### config.mk
export PLATFORM = sky130hd
export DESIGN_NAME = mem_arbiter_flat
export DESIGN_NICKNAME = d
export VERILOG_FILES = /design/src/rtl/mem_arbiter_if.sv /design/src/rtl/mem_arbiter.sv /design/src/flat_wrapper.sv
export SDC_FILE = /design/constraint.sdc
export NUM_CORES = 1
export LEC_CHECK = 0
export ABC_CLOCK_PERIOD_IN_PS = 3600
export CORE_MARGIN = 5
export CORE_UTILIZATION = 39
export CTS_CLUSTER_DIAMETER = 120
export DETAILED_ROUTE_END_ITERATION = 10
export PLACE_DENSITY = 0.8
export SYNTH_ARGS = -nofsm -noshare
export SYNTH_HDL_FRONTEND = slang
export SYNTH_SLANG_ARGS = --single-unit
export TNS_END_PERCENT = 30
### constraint.sdc
create_clock -name clk -period 3.6 [get_ports clk]
set_input_delay 0.36 -clock clk [delete_from_list [all_inputs] [get_ports clk]]
set_output_delay 0.36 -clock clk [all_outputs]
set_load 0.01 [all_outputs]
### src/rtl/mem_arbiter_if.sv
// mem_arbiter_if: bundles the three sides of the memory arbiter.
//   IF side  : i_req, i_addr -> i_rdata, i_ready
//   MEM side : d_req, d_we, d_wmask, d_addr, d_wdata -> d_rdata, d_ready
//   RAM side : mem_req, mem_we, mem_wmask, mem_addr, mem_wdata <- mem_rdata, mem_ack
//   Debug    : owner (0 none, 1 IF, 2 MEM), bus_err (sticky timeout flag)
// Modport master is the arbiter itself; modport slave is its environment
// (CPU pipeline plus unified RAM).
interface mem_arbiter_if #(
    parameter int ADDR_W = 32,
    parameter int DATA_W = 32
);
    logic              i_req;
    logic [ADDR_W-1:0] i_addr;
    logic [DATA_W-1:0] i_rdata;
    logic              i_ready;

    logic                d_req;
    logic                d_we;
    logic [DATA_W/8-1:0] d_wmask;
    logic [ADDR_W-1:0]   d_addr;
    logic [DATA_W-1:0]   d_wdata;
    logic [DATA_W-1:0]   d_rdata;
    logic                d_ready;

    logic                mem_req;
    logic                mem_we;
    logic [DATA_W/8-1:0] mem_wmask;
    logic [ADDR_W-1:0]   mem_addr;
    logic [DATA_W-1:0]   mem_wdata;
    logic [DATA_W-1:0]   mem_rdata;
    logic                mem_ack;

    logic [1:0] owner;
    logic       bus_err;

    modport master (
        input  i_req, i_addr,
        output i_rdata, i_ready,
        input  d_req, d_we, d_wmask, d_addr, d_wdata,
        output d_rdata, d_ready,
        output mem_req, mem_we, mem_wmask, mem_addr, mem_wdata,
        input  mem_rdata, mem_ack,
        output owner, bus_err
    );

    modport slave (
        output i_req, i_addr,
        input  i_rdata, i_ready,
        output d_req, d_we, d_wmask, d_addr, d_wdata,
        input  d_rdata, d_ready,
        input  mem_req, mem_we, mem_wmask, mem_addr, mem_wdata,
        output mem_rdata, mem_ack,
        input  owner, bus_err
    );
endinterface

### src/rtl/mem_arbiter.sv
// mem_arbiter: shares one single-ported unified memory between the CPU
// instruction-fetch (IF) and data-access (MEM) stages. Each access runs
// IDLE -> BUSY -> RESP: grant and latch the access, hold mem_req until
// mem_ack (or timeout), then pulse the owner's ready for one cycle.
// Ports:
//   clk  - rising-edge clock
//   rstn - synchronous active-low reset
//   bus  - mem_arbiter_if.master (IF, MEM, RAM and debug signals)
// All outputs come straight from registers.
module mem_arbiter #(
    parameter int ADDR_W       = 32,
    parameter int DATA_W       = 32,
    parameter int MAX_D_STREAK = 4,
    parameter int TIMEOUT      = 255
) (
    input  logic          clk,
    input  logic          rstn,
    mem_arbiter_if.master bus
);
    localparam int MW = DATA_W / 8;
    localparam int SW = $clog2(MAX_D_STREAK + 1);
    localparam int TW = $clog2(TIMEOUT + 1);

    localparam logic [1:0] OWN_NONE = 2'd0;
    localparam logic [1:0] OWN_IF   = 2'd1;
    localparam logic [1:0] OWN_MEM  = 2'd2;

    typedef enum logic [1:0] {
        S_IDLE = 2'd0,
        S_BUSY = 2'd1,
        S_RESP = 2'd2
    } state_t;

    state_t            state_q,   state_d;
    logic [1:0]        owner_q,   owner_d;
    logic              we_q,      we_d;
    logic [MW-1:0]     wmask_q,   wmask_d;
    logic [ADDR_W-1:0] addr_q,    addr_d;
    logic [DATA_W-1:0] wdata_q,   wdata_d;
    logic              mem_req_q, mem_req_d;
    logic              i_ready_q, i_ready_d;
    logic              d_ready_q, d_ready_d;
    logic [DATA_W-1:0] i_rdata_q, i_rdata_d;
    logic [DATA_W-1:0] d_rdata_q, d_rdata_d;
    logic              bus_err_q, bus_err_d;
    logic [SW-1:0]     streak_q,  streak_d;
    logic [TW-1:0]     tmo_q,     tmo_d;

    logic grant_d;
    logic grant_i;
    logic streak_full;

    assign streak_full = (streak_q == SW'(MAX_D_STREAK));

    always_ff @(posedge clk) begin
        if (!rstn) begin
            state_q   <= S_IDLE;
            owner_q   <= OWN_NONE;
            we_q      <= 1'b0;
            wmask_q   <= '0;
            addr_q    <= '0;
            wdata_q   <= '0;
            mem_req_q <= 1'b0;
            i_ready_q <= 1'b0;
            d_ready_q <= 1'b0;
            i_rdata_q <= '0;
            d_rdata_q <= '0;
            bus_err_q <= 1'b0;
            streak_q  <= '0;
            tmo_q     <= '0;
        end else begin
            state_q   <= state_d;
            owner_q   <= owner_d;
            we_q      <= we_d;
            wmask_q   <= wmask_d;
            addr_q    <= addr_d;
            wdata_q   <= wdata_d;
            mem_req_q <= mem_req_d;
            i_ready_q <= i_ready_d;
            d_ready_q <= d_ready_d;
            i_rdata_q <= i_rdata_d;
            d_rdata_q <= d_rdata_d;
            bus_err_q <= bus_err_d;
            streak_q  <= streak_d;
            tmo_q     <= tmo_d;
        end
    end

    always_comb begin
        state_d   = state_q;
        owner_d   = owner_q;
        we_d      = we_q;
        wmask_d   = wmask_q;
        addr_d    = addr_q;
        wdata_d   = wdata_q;
        mem_req_d = mem_req_q;
        i_ready_d = 1'b0;
        d_ready_d = 1'b0;
        i_rdata_d = i_rdata_q;
        d_rdata_d = d_rdata_q;
        bus_err_d = bus_err_q;
        streak_d  = streak_q;
        tmo_d     = tmo_q;
        grant_d   = 1'b0;
        grant_i   = 1'b0;

        case (state_q)
            S_IDLE: begin
                // MEM has priority, except when it has already won
                // MAX_D_STREAK grants in a row while IF was waiting.
                grant_d = bus.d_req && !(bus.i_req && streak_full);
                grant_i = bus.i_req && !grant_d;
                if (grant_d) begin
                    owner_d   = OWN_MEM;
                    we_d      = bus.d_we;
                    wmask_d   = bus.d_wmask;
                    addr_d    = bus.d_addr;
                    wdata_d   = bus.d_wdata;
                    mem_req_d = 1'b1;
                    tmo_d     = '0;
                    state_d   = S_BUSY;
                    if (!bus.i_req) begin
                        streak_d = '0;
                    end else if (!streak_full) begin
                        streak_d = streak_q + SW'(1);
                    end
                end else if (grant_i) begin
                    owner_d   = OWN_IF;
                    we_d      = 1'b0;
                    wmask_d   = '0;
                    addr_d    = bus.i_addr;
                    wdata_d   = '0;
                    mem_req_d = 1'b1;
                    tmo_d     = '0;
                    streak_d  = '0;
                    state_d   = S_BUSY;
                end
            end
            S_BUSY: begin
                // An ack in the last allowed cycle beats the timeout.
                if (bus.mem_ack) begin
                    if (owner_q == OWN_IF) begin
                        i_rdata_d = bus.mem_rdata;
                        i_ready_d = 1'b1;
                    end else begin
                        d_rdata_d = bus.mem_rdata;
                        d_ready_d = 1'b1;
                    end
                    mem_req_d = 1'b0;
                    state_d   = S_RESP;
                end else if (tmo_q == TW'(TIMEOUT - 1)) begin
                    // mem_req has now been high for TIMEOUT cycles.
                    if (owner_q == OWN_IF) begin
                        i_rdata_d = '0;
                        i_ready_d = 1'b1;
                    end else begin
                        d_rdata_d = '0;
                        d_ready_d = 1'b1;
                    end
                    bus_err_d = 1'b1;
                    mem_req_d = 1'b0;
                    state_d   = S_RESP;
                end else begin
                    tmo_d = tmo_q + TW'(1);
                end
            end
            S_RESP: begin
                // Ready is high this cycle; requests are not sampled here.
                owner_d = OWN_NONE;
                state_d = S_IDLE;
            end
            default: begin
                state_d   = S_IDLE;
                owner_d   = OWN_NONE;
                mem_req_d = 1'b0;
            end
        endcase
    end

    assign bus.mem_req   = mem_req_q;
    assign bus.mem_we    = we_q;
    assign bus.mem_wmask = wmask_q;
    assign bus.mem_addr  = addr_q;
    assign bus.mem_wdata = wdata_q;
    assign bus.i_rdata   = i_rdata_q;
    assign bus.i_ready   = i_ready_q;
    assign bus.d_rdata   = d_rdata_q;
    assign bus.d_ready   = d_ready_q;
    assign bus.owner     = owner_q;
    assign bus.bus_err   = bus_err_q;

endmodule

### src/flat_wrapper.sv
// flat-port wrapper written by rule: the top's interface ports become plain ports
module mem_arbiter_flat 
#(
    parameter int ADDR_W       = 32,
    parameter int DATA_W       = 32,
    parameter int MAX_D_STREAK = 4,
    parameter int TIMEOUT      = 255
)
  (clk, rstn, bus_i_req, bus_i_addr, bus_i_rdata, bus_i_ready, bus_d_req, bus_d_we, bus_d_wmask, bus_d_addr, bus_d_wdata, bus_d_rdata, bus_d_ready, bus_mem_req, bus_mem_we, bus_mem_wmask, bus_mem_addr, bus_mem_wdata, bus_mem_rdata, bus_mem_ack, bus_owner, bus_bus_err);
  mem_arbiter_if #(.ADDR_W(ADDR_W), .DATA_W(DATA_W)) bus_i ();
  input  logic clk;
  input  logic rstn;
  input wire logic [$bits(bus_i.i_req)-1:0] bus_i_req;
  input wire logic [$bits(bus_i.i_addr)-1:0] bus_i_addr;
  output wire logic [$bits(bus_i.i_rdata)-1:0] bus_i_rdata;
  output wire logic [$bits(bus_i.i_ready)-1:0] bus_i_ready;
  input wire logic [$bits(bus_i.d_req)-1:0] bus_d_req;
  input wire logic [$bits(bus_i.d_we)-1:0] bus_d_we;
  input wire logic [$bits(bus_i.d_wmask)-1:0] bus_d_wmask;
  input wire logic [$bits(bus_i.d_addr)-1:0] bus_d_addr;
  input wire logic [$bits(bus_i.d_wdata)-1:0] bus_d_wdata;
  output wire logic [$bits(bus_i.d_rdata)-1:0] bus_d_rdata;
  output wire logic [$bits(bus_i.d_ready)-1:0] bus_d_ready;
  output wire logic [$bits(bus_i.mem_req)-1:0] bus_mem_req;
  output wire logic [$bits(bus_i.mem_we)-1:0] bus_mem_we;
  output wire logic [$bits(bus_i.mem_wmask)-1:0] bus_mem_wmask;
  output wire logic [$bits(bus_i.mem_addr)-1:0] bus_mem_addr;
  output wire logic [$bits(bus_i.mem_wdata)-1:0] bus_mem_wdata;
  input wire logic [$bits(bus_i.mem_rdata)-1:0] bus_mem_rdata;
  input wire logic [$bits(bus_i.mem_ack)-1:0] bus_mem_ack;
  output wire logic [$bits(bus_i.owner)-1:0] bus_owner;
  output wire logic [$bits(bus_i.bus_err)-1:0] bus_bus_err;
  assign bus_i.i_req = bus_i_req;
  assign bus_i.i_addr = bus_i_addr;
  assign bus_i_rdata = bus_i.i_rdata;
  assign bus_i_ready = bus_i.i_ready;
  assign bus_i.d_req = bus_d_req;
  assign bus_i.d_we = bus_d_we;
  assign bus_i.d_wmask = bus_d_wmask;
  assign bus_i.d_addr = bus_d_addr;
  assign bus_i.d_wdata = bus_d_wdata;
  assign bus_d_rdata = bus_i.d_rdata;
  assign bus_d_ready = bus_i.d_ready;
  assign bus_mem_req = bus_i.mem_req;
  assign bus_mem_we = bus_i.mem_we;
  assign bus_mem_wmask = bus_i.mem_wmask;
  assign bus_mem_addr = bus_i.mem_addr;
  assign bus_mem_wdata = bus_i.mem_wdata;
  assign bus_i.mem_rdata = bus_mem_rdata;
  assign bus_i.mem_ack = bus_mem_ack;
  assign bus_owner = bus_i.owner;
  assign bus_bus_err = bus_i.bus_err;
  mem_arbiter #(.ADDR_W(ADDR_W), .DATA_W(DATA_W), .MAX_D_STREAK(MAX_D_STREAK), .TIMEOUT(TIMEOUT)) u_core (.clk(clk), .rstn(rstn), .bus(bus_i));
endmodule
==> results of run 1 <==
-- registers in the layout, indices dropped and copies added (netlist names) --
signal and flops:
u_core.bus.bus_err 1, u_core.bus.d_rdata 32, u_core.bus.d_ready 1, u_core.bus.i_rdata 32, u_core.bus.i_ready 1, u_core.bus.mem_addr 32
u_core.bus.mem_req 1, u_core.bus.mem_wdata 32, u_core.bus.mem_we 1, u_core.bus.mem_wmask 4, u_core.bus.owner 2, u_core.state_q 2
u_core.streak_q 3, u_core.tmo_q 8
-- critical path: cells and delay by family --
kind | cells | cell delay (ps)
buf+inv | 3 | 1090
compound gates | 3 | 1140
-- worst paths after layout --
path                            from                 endpoint  slack (ps)  depth (start not counted)
max                        bus_i_req   u_core.bus.mem_addr[2]        1340                          6
min          u_core.bus.mem_addr[31]  u_core.bus.mem_addr[31]         460                          2
min reg2reg  u_core.bus.mem_addr[31]  u_core.bus.mem_addr[31]         460                          2
max reg2reg        u_core.state_q[0]   u_core.bus.mem_addr[2]        1460                          5
-- cell type report --
cell class	instances	area share
multi-input cells	213	0.214
clock buffers	20	0.0512
diodes	1	0.000287
repair buffers	284	0.324
flip-flops and latches	152	0.349
well taps	176	0.0253
clock inverters	12	0.0199
inverters	39	0.0168
-- stage by stage --
stage                     cells  hold WS (ps)
after global routing        897           476
after floorplan             442           451
final                       897           460
after global placement      864           443
after detailed placement    864           448
after CTS                   896           463
-- cell usage in the layout, fill, tap and decap left out, types with 8 or more instances in the layout --
master           count
nor2_1              11
a22o_1              37
clkbuf_16           17
a32o_1              64
inv_1               38
dfxtp_1            152
nand2_1              8
buf_4                8
a222oi_1            32
clkdlybuf4s50_1    276
-- report_power, final --
group	total, mW	internal, mW	switching (mW)
logic	0.624	0.360	0.264
clock network	1.86	1.18	0.683
registers	1.83	1.78	0.0555
-- metal layers --
metal	vias to the layer above	routed length, µm	global-route usage
met2	224	8910	0.367
met3	24	2010	0.103
met5	-	13	0
li1	2264	-	-
met4	2	291	0.0644
met1	2338	7020	0.250
-- Yosys cell counts, types with 2 or more instances --
master,number,area (µm²)
a21oi_2,2,17.5
inv_1,38,143
nand4_1,3,18.8
clkbuf_1,13,48.8
a22o_1,37,324
buf_6,9,101
o211ai_1,3,22.5
nand2b_1,3,18.8
xor2_1,4,35.0
nor2_1,11,41.3
nor2_2,2,12.5
buf_4,3,22.5
a32o_1,64,641
o21ai_0,3,15.0
and3_1,2,12.5
a21oi_1,5,25.0
a222oi_1,32,320
ha_1,4,50.1
dfxtp_1,152,3040
o21ai_1,2,10.0
o21a_1,2,15.0
and2_1,2,12.5
buf_2,11,55.1
nand2_1,8,30.0
nand3_1,6,30.0
-- cells by family after synthesis --
family / count (synthesis) / share of synthesized area
buffers and inverters: 77 / 0.0725
AOI/OAI and AO/OA: 158 / 0.282
muxes: 1 / 0.00190
and+or+nand+nor: 46 / 0.0517
xor gates and xnor gates: 4 / 0.00663
adders and majority gates: 4 / 0.00948
DFF: 152 / 0.576
==> results.md, run 1 <==
* Register area at 0.00304 mm²
* Vias at 4852
* Max clock buf depth at 2
* RD Place Congestion at 0.929
* Ports at 277
* Initial drt markers at 465
* Crit path largest cell delay at 700 ps
* Largest net degree at the start of global routing at 74
* Post-synth cell types at 46
* Core Region at 0.0132 mm²
* Gr ovfl total at 0
* Die Y-Extent at 126 µm
* Relative slew slack at 0.218
* Placement-stage cell area at 0.00810 mm²
* Fin Setup TNS at 0 ps
* CP max FO at 39
* Total power at 4.31 mW
* Reported max-cap violation count at 0
* Clock Tree Root: clkbuf_16
* Vias in the first global route at 4912
* Mapped Area at 0.00528 mm²
* Num Clock Sinks at 152
* Peak supply drop at 0.000314 V
* Design Area, Final at 0.00872 mm²
* Initial Utilization at 0.399
* Die ar. at 0.0160 mm²
* Postcts setup bufs at 0
* Most common flop cell mapped by yosys: dfxtp_1
* Tcrit/Tclk final at 0.627
* H-tree levels at 4
* Die width at 126 µm
* PostCTS Resize Cnt at 0
* Worst Hold Class: flip-flop to flip-flop
* DRC violations left at 0
* Clock slew at reported path FFs at 60 ps
* Slew at the pin closest to its max-slew limit at 1170 ps
* CP Cell Sequence: clkdlybuf4s50_1 > o21bai_4 > o21a_2 > buf_4 > a222oi_1 > inv_1
* Post-synthesis net count at 584
* Place WS at 927 ps
* Syn Area/Cell at 11.9 µm²
* Tmin final at 2260 ps
* RSZ-0062 raised after global routing: false
* Worst-Skew Late Latency at 420 ps
* Antenna violations before repair at 2
* Gr usage total at 0.219
* Pwr Density at 495 mW/mm²
* Crit end category: flip-flop
* First-pass GRT wire length at 27700 µm
* FMAX at 0.443 GHz
* Leak at 3.37 nW
* Critical Path RT at 3950 ps
* Async S/R FF share, synth at 0
* WL/cell at 20.4 µm
* Area growth, synth to finish at 65.2%
* Final hold viol count at 0
* Kind of critical path: input port to flip-flop
* Status: finished, final reports clean
* Drt first pass iters at 5
* Nets at 849
* Number of buffers added on ports at 276
* Post-DP HPWL at 13400 µm
* Worst Clk Skew at 9.03 ps
* Synthesized flop and latch total at 152
* Share of layout cells above drive strength 1 at 0.0722
* Row Count at 42
* Via density per instance at 5.41
* Startpoint Class: input port
* Crit path DAT at 2610 ps
* Synthesized instance count at 442
* CTS buffer count at 17
* Worst-path cell with the longest stage delay: o21a_2
* Fill cells at 1010
* Setup slack after layout at 1340 ps
* Post-synth EDFFs at 0
* Hold bufs inserted after CTS at 0
* TritonCTS clock tree: built
* Register area share after synthesis at 0.576
* Routed wire length at 18300 µm
* ANT nets after route at 0
* Slew Limit Fails at 0
* Yosys warns at 0
* Multi-input gate area in the final layout at 0.00187 mm²
* Final Setup Violations at 0
* Fin util at 0.659
Note: power is estimated with default switching activity, not from simulation.
==> run 2, diff against run 1 <==
Settings changed: ABC_CLOCK_PERIOD_IN_PS 3600 to 1900, CORE_UTILIZATION 39 to 35, PLACE_DENSITY 0.8 to 0.75.
Clock period 3.6 ns to 1.9 ns, I/O delays scaled along.
==> run 2 against run 1 <==
Compared with the run above: sequential power rose by 90%; routed wire length fell by 1.6%; clock-buffer cell count rose by 1; highest routed layer is now met4; critical path type is now flip-flop to flip-flop; clock skew fell by 1.6 ps; via count rose by 0.47%; critical endpoint is now u_core.bus.i_rdata[8]; largest cell class unchanged.
==> results.md, run 2 (synthesis gave the netlist of run 1 again) <==
* Worst hold path endpoint: u_core.bus.mem_wdata[15]
* Max clock buf depth at 2
* PostCTS Resize Cnt at 0
* Worst hold start: bus_d_wdata[15]
* CP max FO at 32
* CTS buffer count at 17
* Placed cell count at 885
* Status: finished, final reports clean
* Drt first pass iters at 5
* Diode count at 0
* WL/cell at 19.6 µm
* Worst-Skew Late Latency at 420 ps
* WHS Path Cells at 2
* Met3 Use GR at 0.106
* Row Count at 44
* Num Clock Sinks at 152
* H-tree levels at 4
* Pwr Density at 931 mW/mm²
* Startpoint Class: flip-flop
* Worst r2r dst: u_core.bus.i_rdata[8]
* Post-DP HPWL at 13100 µm
* Most frequent cells in the layout: clkdlybuf4s50_1, dfxtp_1, a32o_1
* Met2 usage at 0.329
* Largest net degree at the start of global routing at 70
* Nets at 862
* Worst reg-to-reg setup slack at 170 ps
* Final hold viol count at 0
* Die width at 133 µm
* Die Y-Extent at 133 µm
* Setup slack after layout at 166 ps
* Slew at the pin closest to its max-slew limit at 371 ps
* Antenna violations before repair at 0
* Global Route met1 Usage at 0.218
* Core Region at 0.0146 mm²
* Commonest non-fill, non-tap cell in the layout: clkdlybuf4s50_1
* Initial Utilization at 0.361
* Crit end category: flip-flop
* Busiest grt layer: met2
* Critical Path RT at 2210 ps
* Hold bufs inserted after CTS at 0
* Clock Tree Root: clkbuf_16
* Via density per instance at 5.32
* Area growth, synth to finish at 69.4%
* Clock slew at reported path FFs at 60 ps
* Number of buffers added on ports at 276
* Total power at 8.33 mW
* Worst hold margin at 369 ps
* Crit path DAT at 2040 ps
* Fin util at 0.611
* Slew Limit Fails at 0
* Vias in the first global route at 4969
* Worst reg2reg path depth at 6
* Ports at 277
* Leak at 3.48 nW
* Place WS at -21.2 ps
* Vias at 4875
* Tcrit/Tclk final at 0.913
* Peak supply drop at 0.000533 V
* Relative slew slack at 0.750
* Kind of critical path: flip-flop to flip-flop
* TritonCTS clock tree: built
* Register area at 0.00304 mm²
* Worst Hold Class: input port to flip-flop
* Die ar. at 0.0176 mm²
* Routed wire length at 18000 µm
* Worst Clk Skew at 7.41 ps
* RD Place Congestion at 0.843
* Placement-stage cell area at 0.00831 mm²
* Multi-input gate area in the final layout at 0.00187 mm²
* Share of layout cells above drive strength 1 at 0.0888
* Reported max-cap violation count at 0
* ANT nets after route at 0
* First-pass GRT wire length at 27700 µm
* Fill cells at 1148
* Gr ovfl total at 0
* Initial drt markers at 453
* Fin Setup TNS at 0 ps
* FF-to-FF Start: u_core.tmo_q[1]
* FMAX at 0.577 GHz
* Gr usage total at 0.198
* Final Setup Violations at 0
* Design Area, Final at 0.00894 mm²
* Fin cells at 916
* Postcts setup bufs at 0
* RSZ-0062 raised after global routing: false
* DRC violations left at 0
* Tmin final at 1730 ps
-- run 2: per-layer routing --
layer	up-vias	share of wire
met5	-	0
met4	0	0.013
met3	18	0.13
met2	237	0.48
met1	2329	0.37
li1	2291	-
-- run 2: cell type report --
cell class	count	share of cell area
multi-input combinational	213	0.209
tap	184	0.0257
clock buffer	21	0.0526
inverter	39	0.0164
timing repair buffer	297	0.338
sequential	152	0.340
clock inverter	10	0.0186
-- run 2: worst max-delay path, stage by stage (launching register included) --
cell      delay (ps)
dfxtp_1          440
ha_1             190
nand3_1          230
o21bai_2         260
a21oi_2          100
buf_12           180
a32o_1           210
-- run 2: worst max path at each step --
stage,start,end,slack (ps),cells after the start
CTS,u_core.tmo_q[1],u_core.bus.i_rdata[27],160,6
global placement,bus_i_req,u_core.bus.mem_addr[14],60,6
finish,u_core.tmo_q[1],u_core.bus.i_rdata[8],170,6
floorplan,u_core.tmo_q[0],u_core.tmo_q[3],350,6
detailed placement,bus_i_req,u_core.bus.mem_addr[10],-20,6
global route,u_core.tmo_q[1],u_core.bus.d_rdata[13],20,6
-- run 2: power by group --
part           leakage, nW  switching [mW]  internal (mW)
logic                 1.93           0.510          0.737
registers             1.24           0.104           3.36
clock network        0.306            1.31           2.30
total                 3.48            1.92           6.41
==> run 3, diff against run 2 <==
Settings changed: CORE_MARGIN 5 to 2.
==> run 3 against run 2 <==
Compared with the run above: sequential cell count is the same; via count grew 0.25%; critical endpoint is now u_core.bus.mem_wdata[26]; clock power shrank 6.4%; clock-buffer cell count is the same.
==> results.md, run 3 (synthesis gave the netlist of run 1 again) <==
* Status: finished, final reports clean
* H-tree levels at 4
* FF-to-FF Start: u_core.streak_q[0]
* Vias in the first global route at 4920
* Slew at the pin closest to its max-slew limit at 402 ps
* Peak supply drop at 0.000646 V
* Post-DP HPWL at 12400 µm
* Worst hold margin at 385 ps
* Antenna violations before repair at 0
* DRC violations left at 0
* Final Setup Violations at 0
* Core Region at 0.0146 mm²
* Hold bufs inserted after CTS at 0
* Worst r2r dst: u_core.bus.mem_wdata[26]
* RSZ-0062 raised after global routing: false
* Initial drt markers at 320
* Share of layout cells above drive strength 1 at 0.0874
* Worst reg2reg path depth at 7
* Ports at 277
* Net switching power at 1.89 mW
* Tmin final at 1750 ps
* ANT nets after route at 0
* Comb pwr share at 0.152
* Clock slew at reported path FFs at 60 ps
* Die width at 127 µm
* WL/cell at 18.9 µm
* Worst-Skew Late Latency at 410 ps
* Met2 usage at 0.349
* Slew Limit Fails at 0
* Via density per instance at 5.34
* Fin cells at 916
* Routed wire length at 17300 µm
* PostCTS Resize Cnt at 0
* RD Place Congestion at 0.828
* Global Route met1 Usage at 0.229
* Initial Utilization at 0.361
* Leak at 3.44 nW
* FMAX at 0.572 GHz
* Relative slew slack at 0.732
* Die ar. at 0.0161 mm²
* Max clock buf depth at 2
* Sequential Power Share at 0.430
* Worst reg-to-reg setup slack at 150 ps
* Gr usage total at 0.205
* CP endpoint: u_core.bus.mem_wdata[26]
* First-pass GRT wire length at 26100 µm
* Met3 Use GR at 0.101
* Crit path DAT at 2090 ps
* Largest net degree at the start of global routing at 65
* CP max FO at 51
* Diode count at 0
* Critical Path RT at 2240 ps
* Crit end category: flip-flop
* Nets at 861
* Gr ovfl total at 0
* Vias at 4887
* Tcrit/Tclk final at 0.920
* Internal at 6.19 mW
* Row Count at 44
* Kind of critical path: flip-flop to flip-flop
* Die Y-Extent at 127 µm
* Most frequent cells in the layout: clkdlybuf4s50_1, dfxtp_1, a32o_1
* Sw Share at 0.234
* Num Clock Sinks at 152
* Startpoint Class: flip-flop
* Final hold viol count at 0
* Total power at 8.08 mW
* CTS buffer count at 17
* Commonest non-fill, non-tap cell in the layout: clkdlybuf4s50_1
* Clk pwr share at 0.418
* Area growth, synth to finish at 68.2%
* Number of buffers added on ports at 276
* Placed cell count at 884
* Pwr Density at 910 mW/mm²
* Clock Tree Root: clkbuf_16
* TritonCTS clock tree: built
* Worst Hold Class: input port to flip-flop
* Postcts setup bufs at 0
* Drt first pass iters at 7
* Reported max-cap violation count at 0
* Busiest grt layer: met2
* CP startpoint: u_core.streak_q[0]
* Worst Clk Skew at 9.88 ps
* Fin Setup TNS at 0 ps
[run 3: cell count changes in the layout (fill, tap and decap cells not counted), sizes merged]
cell / before / now
bufinv: 4 / 3
clkinv: 2 / 3
inv: 41 / 40
buf: 21 / 20
clkinvlp: 2 / 4
[run 3: area by class of cell]
class	instances	area (µm²)
Fill cell	1151	5760
Inverter	39	146
Multi-Input combinational cell	213	1870
Timing Repair Buffer	296	3000
Tap cell	184	230
Clock inverter	11	148
Clock buffer	21	450
Sequential cell	152	3040
[run 3: through the flow]
step           setup WS, ps  utilization  instance area (µm²)
5_1_grt                37.3        0.607                 8880
6_report                153        0.607                 8880
4_1_cts                58.0        0.606                 8870
2_1_floorplan           350            -                 5280
3_3_place_gp           35.7        0.565                 8270
3_5_place_dp           12.1        0.565                 8270
[run 3: how the worst min path moves through the flow]
| stage | endpoint | depth (start not counted) | start |
|---|---|---|---|
| final | u_core.bus.mem_wdata[2] | 2 | bus_d_wdata[2] |
| after global routing | u_core.bus.mem_wdata[2] | 2 | bus_d_wdata[2] |
| after CTS | u_core.bus.mem_wmask[0] | 2 | bus_d_wmask[0] |
| after detailed placement | u_core.bus.mem_addr[20] | 2 | u_core.bus.mem_addr[20] |
| after global placement | u_core.bus.mem_addr[10] | 2 | u_core.bus.mem_addr[10] |
| after floorplan | u_core.state_q[0] | 1 | rstn |
[run 3: critical path, stage by stage, from the launching register on]
cell and delay, ps:
dfxtp_1 370, inv_1 60, ha_1 230, nand3_4 110
nor4b_4 270, buf_12 280, buf_12 190, a22o_1 160
[run 3: per-layer routing]
metal,share of wire,vias up
met4,0.019,0
met5,0,-
met2,0.47,234
li1,-,2291
met3,0.11,24
met1,0.40,2338
[run 3: power by group through the flow]
stage               clock, mW  combinational, mW  sequential [mW]
detailed placement          0               1.22             3.54
global placement            0               1.20             3.54
CTS                      3.46               1.23             3.48
global route             3.58               1.30             3.49
floorplan                   0              0.382             3.60
finish                   3.38               1.23             3.48
